--- src/rtl/ps2_key_matrix.sv ---
// PS/2 scan-code decoder that maintains a 16-key hex keypad matrix.
// It handles set-2 make, break and extended prefixes and pulses on each key state change.
module ps2_key_matrix #(
    parameter int unsigned SYNC_STAGES = 2
) (
    input  logic        clk,
    input  logic        reset,
    input  logic        ps2_ready,
    input  logic [7:0]  ps2_data,
    input  logic        clear,
    output logic [15:0] key_matrix,
    output logic        key_event,
    output logic [3:0]  key_code,
    output logic        key_down
);

    localparam logic [7:0] CODE_BRK = 8'hF0;
    localparam logic [7:0] CODE_EXT = 8'hE0;

    typedef enum logic [1:0] {
        IDLE    = 2'd0,
        BRK     = 2'd1,
        EXT     = 2'd2,
        EXT_BRK = 2'd3
    } state_t;

    state_t                 state;
    logic [SYNC_STAGES-1:0] sync_q;
    logic                   hist_q;
    logic                   accept_c;
    logic                   map_hit_c;
    logic [3:0]             map_key_c;

    // Bring the asynchronous strobe into clk and keep the previous level for edge detection.
    always_ff @(posedge clk or posedge reset) begin
        if (reset) begin
            sync_q <= '0;
            hist_q <= 1'b0;
        end else begin
            sync_q <= {sync_q[SYNC_STAGES-2:0], ps2_ready};
            hist_q <= sync_q[SYNC_STAGES-1];
        end
    end

    assign accept_c = sync_q[SYNC_STAGES-1] & ~hist_q;

    // Map a scan code to its hex keypad position.
    always_comb begin
        map_hit_c = 1'b1;
        map_key_c = 4'h0;
        case (ps2_data)
            8'h16: map_key_c = 4'h1;
            8'h1E: map_key_c = 4'h2;
            8'h26: map_key_c = 4'h3;
            8'h25: map_key_c = 4'hC;
            8'h15: map_key_c = 4'h4;
            8'h1D: map_key_c = 4'h5;
            8'h24: map_key_c = 4'h6;
            8'h2D: map_key_c = 4'hD;
            8'h1C: map_key_c = 4'h7;
            8'h1B: map_key_c = 4'h8;
            8'h23: map_key_c = 4'h9;
            8'h2B: map_key_c = 4'hE;
            8'h1A: map_key_c = 4'hA;
            8'h22: map_key_c = 4'h0;
            8'h21: map_key_c = 4'hB;
            8'h2A: map_key_c = 4'hF;
            default: map_hit_c = 1'b0;
        endcase
    end

    // Prefix state machine; events fire only when a matrix bit actually changes.
    always_ff @(posedge clk or posedge reset) begin
        if (reset) begin
            state      <= IDLE;
            key_matrix <= '0;
            key_event  <= 1'b0;
            key_code   <= '0;
            key_down   <= 1'b0;
        end else begin
            key_event <= 1'b0;
            if (clear) begin
                state      <= IDLE;
                key_matrix <= '0;
            end else if (accept_c) begin
                case (state)
                    IDLE: begin
                        if (ps2_data == CODE_BRK) begin
                            state <= BRK;
                        end else if (ps2_data == CODE_EXT) begin
                            state <= EXT;
                        end else if (map_hit_c && !key_matrix[map_key_c]) begin
                            key_matrix[map_key_c] <= 1'b1;
                            key_event             <= 1'b1;
                            key_code              <= map_key_c;
                            key_down              <= 1'b1;
                        end
                    end
                    BRK: begin
                        state <= IDLE;
                        if (map_hit_c && key_matrix[map_key_c]) begin
                            key_matrix[map_key_c] <= 1'b0;
                            key_event             <= 1'b1;
                            key_code              <= map_key_c;
                            key_down              <= 1'b0;
                        end
                    end
                    EXT: begin
                        state <= (ps2_data == CODE_BRK) ? EXT_BRK : IDLE;
                    end
                    default: begin
                        state <= IDLE;
                    end
                endcase
            end
        end
    end

endmodule

--- config.mk ---
export PLATFORM = sky130hd
export DESIGN_NAME = ps2_key_matrix
export DESIGN_NICKNAME = d
export VERILOG_FILES = /design/src/rtl/ps2_key_matrix.sv
export SDC_FILE = /design/constraint.sdc
export NUM_CORES = 1
export LEC_CHECK = 0
export ABC_AREA = 0
export CAP_MARGIN = 25
export CORE_UTILIZATION = 46
export DETAILED_ROUTE_END_ITERATION = 12
export PLACE_DENSITY_LB_ADDON = 0.15
export SETUP_SLACK_MARGIN = 0.4
export SLEW_MARGIN = 20
export SYNTH_ARGS = -nofsm -noshare
export SYNTH_HDL_FRONTEND = slang
export SYNTH_SLANG_ARGS = --single-unit
--- constraint.sdc ---
create_clock -name clk -period 1.9 [get_ports clk]
set_input_delay 0.475 -clock clk [delete_from_list [all_inputs] [get_ports clk]]
set_output_delay 0.475 -clock clk [all_outputs]
set_load 0.02 [all_outputs]
==> flow_summary.yaml <==
route:
  dr.pass1.iters: 5
  postRouteAntennaNets: 0
  via_per_inst: 6.252
  vias: 2676
  wire_per_inst_um: 18.53
  totalWireLength_mm: 7.929
  drc: 0
  drtIter0Drc: 289
grt:
  grt_antenna_before_repair: 0
  busiest_layer: "met2"
  use_met3_pct: 6.977
  use_met1_pct: 36.79
  grt_pass1_wl_mm: 12.01
  grt_pass1_vias: 2622
  overflow: 0
  grt_max_degree: 28
  grt_usage_pct: 31.32
  use_met2_pct: 53.94
synth:
  seq_area_frac_synth_pct: 32.51
  synth_common_cells: "dfrtp_1, nor2_1, nand2_1, inv_1"
  yosysWarnings: 0
  synth_area_leaders: "dfrtp_1, nor2_1, nand2_1, nor2b_1, o32ai_1"
  syn_avg_cell_area_sq_um: 8.623
  synth_ff_type: "dfrtp_1"
  synth_area_sq_um: 2078
  synth_edf_count: 0
  syn-num-nets: 253
  yosysMostFrequentCell: "dfrtp_1"
  synth.top_cell.area_share_pct: 32.51
  synth.ff_latch_count: 27
  synthesis.instances: 241
  async_flop_share_pct: 100.0
  synth_top_cell_by_area: "dfrtp_1"
  yosysUniqueCellTypes: 59
timing:
  drv_slew: 0
  finalCriticalPeriod_ns: 3.043
  timing.final.crit_share_pct: 160.1
  rsz0062_at_grt: "true"
  setup_violations: 22
  clock_skew_ns: 0.004577
  setup_ws_ns: -1.143
  hold_viol: 0
  relSlewSlack_pct: 72.12
  achievable-frequency_ghz: 0.3287
  tightestPinTransition_ns: 0.4160
floorplanning:
  die_w_um: 69.22
  fp.coreArea_sq_um: 4354
  top_level_ports: 34
  rows: 24
  start_util_pct: 47.73
  dieArea_sq_um: 4791
  die-height_um: 69.22
cts:
  cts_tree: "built"
  htree_levels: 1
  ctsLongestPathBuffers: 2
  clkTransAtPathRegs_ns: 0.11
  cts.sinks: 27
  cts-root-buf: "clkbuf_8"
  clock_latency_ns: 0.28
  numCtsBuffers: 3
final_layout:
  n_antenna_cell: 0
  syn_to_final_growth_pct: 70.02
  drive_above_1_share_pct: 52.66
  fin_cells: 428
  postLayoutCoreUtil_pct: 81.15
  nFillCells: 272
  nNetsFinal: 389
critical_path:
  path_cells: "buf_8, or4b_4, a211oi_4, buf_4, nor3_2, buf_4, nand2_2, a311oi_2, o211a_4, buf_12, xnor2_4, a31oi_1, a311oi_1"
  slowest_stage: "or4b_4"
  worstPathMaxFanout: 6
  cp_top_family: "compound AO/OA/AOI/OAI gates"
  crit_path_end_kind: "flip-flop"
  cp_slowest_stage_delay_ns: 0.57
  crit_buf_inv: 4
  critPathLaunchType: "input pin"
  worstSetupPathType: "in2reg"
  arrival_ns: 3.22
  worstPathRequired_ns: 2.07
  crit_path_frequent_cell: "buf_4"
outcome:
  status: "finished with violations"
  violations: "negative setup slack"
pwr:
  p_comb_share_pct: 31.8
  ir_drop_mv: 0.3310
  swShare_pct: 32.32
  p_sw_mw: 0.4673
  power.internal_mw: 0.9786
  clockPowerShare_pct: 25.1
  powerDensity_nw_per_um2: 409.2
  seq_power_share_pct: 43.1
  power_leakage_nw: 1.585
run:
  max_cap_violations: 0
place:
  globalplace.congestion: 0.9464
  place_inst: 406
  post-dp-hpwl_mm: 5.117
  portBuffers: 33
hold_path:
  hold_class: "reg2reg"
state kept, by name (all words and copies together) (netlist names):
register    count
key_matrix     16
hist_q          1
key_down        1
key_event       1
key_code        4
sync_q          2
state           2
through the flow:
step	hold WS [ns]	setup TNS (ns)	instance area [sq um]	setup WS (ns)	power (mW)
3_5_place_dp	0.3396	-38.59	3132	-1.844	1.049
5_1_grt	0.3819	-22.69	3533	-1.156	1.511
2_1_floorplan	0.3312	-19.48	2101	-1.009	0.8236
3_3_place_gp	0.3334	-37.34	3132	-1.787	1.042
6_report	0.3653	-21.61	3533	-1.143	1.446
4_1_cts	0.3670	-18.81	3421	-0.9468	1.424
kinds of logic (layout without fill, tap and decap cells):
logic type,after synthesis,after routing,share of synthesized area (%)
AND/OR/NAND/NOR,107,107,28.90
flip-flops,27,27,32.51
AO/OA/AOI/OAI,71,71,27.15
multiplexers,10,10,5.057
buffers and inverters,25,160,5.599
XOR/XNOR,1,1,0.7829
metal layers:
metal  vias to the layer above  share of wire, %  wire length, um
met4                         0               4.2              336
met3                        42               6.8              543
met2                       171                49             3889
li1                       1188                 -                -
met5                         -                 0                0
met1                      1275                40             3159
cell type report:
| class | instances | area (sq um) | share of cell area [%] |
|---|---|---|---|
| clock buffer | 3 | 41.29 | 1.169 |
| clock inverter | 1 | 8.758 | 0.2479 |
| inverter | 11 | 41.29 | 1.169 |
| multi-input combinational | 189 | 1521 | 43.06 |
| sequential | 27 | 675.6 | 19.12 |
| tap | 52 | 65.06 | 1.841 |
| timing repair buffer | 145 | 1180 | 33.39 |
final timing paths:
path	cells past startpoint	slack [ns]	startpoint	endpoint
min in group asynchronous	3	0.54	reset	key_code[0]
hold / removal	0	0.37	sync_q[0]	sync_q[1]
hold reg to reg	0	0.37	sync_q[0]	sync_q[1]
max in group asynchronous	3	1.10	reset	state[0]
setup reg to reg	9	-0.38	key_matrix[11]	key_matrix[3]
setup / recovery	13	-1.14	ps2_data[7]	key_matrix[3]
placed cells by master (no fill, tap or decap), drive strengths merged, types with 4 or more instances in the layout:
cell type      count
o31ai              4
nor2b             10
clkbuf             7
o21ai             10
mux2i              6
nand2b             5
o32ai              7
mux2               4
a21oi              9
nor3              10
and2               4
nand2             20
a31oi              4
a211oi             8
buf              132
nand3              5
nor4b              4
nor2              24
nand4              4
inv               12
a311oi             4
clkdlybuf4s15      4
a32oi              6
dfrtp             27
what timing repair did:
action,4_1_cts,5_1_grt
setup endpoints to repair,46,38
hold buffers,0,0
buffers inserted,15,3
gates resized for setup,145,33
pin swaps,24,15
power by group through the flow:
stage | registers, mW | clock network (mW) | logic (mW)
finish | 0.623 | 0.363 | 0.459
global route | 0.626 | 0.397 | 0.488
CTS | 0.620 | 0.364 | 0.439
detailed placement | 0.631 | 0 | 0.418
global placement | 0.631 | 0 | 0.411
floorplan | 0.662 | 0 | 0.162
worst reg2reg max path, cell delays in order, from the launching register on:
cell and delay [ns]:
dfrtp_1 0.44, inv_1 0.10, o31ai_1 0.11, a2111oi_2 0.41
a211oi_2 0.10, o211a_4 0.18, buf_12 0.14, xnor2_4 0.24
a31oi_1 0.16, a311oi_1 0.30
Power figures use the tool's default switching activity.
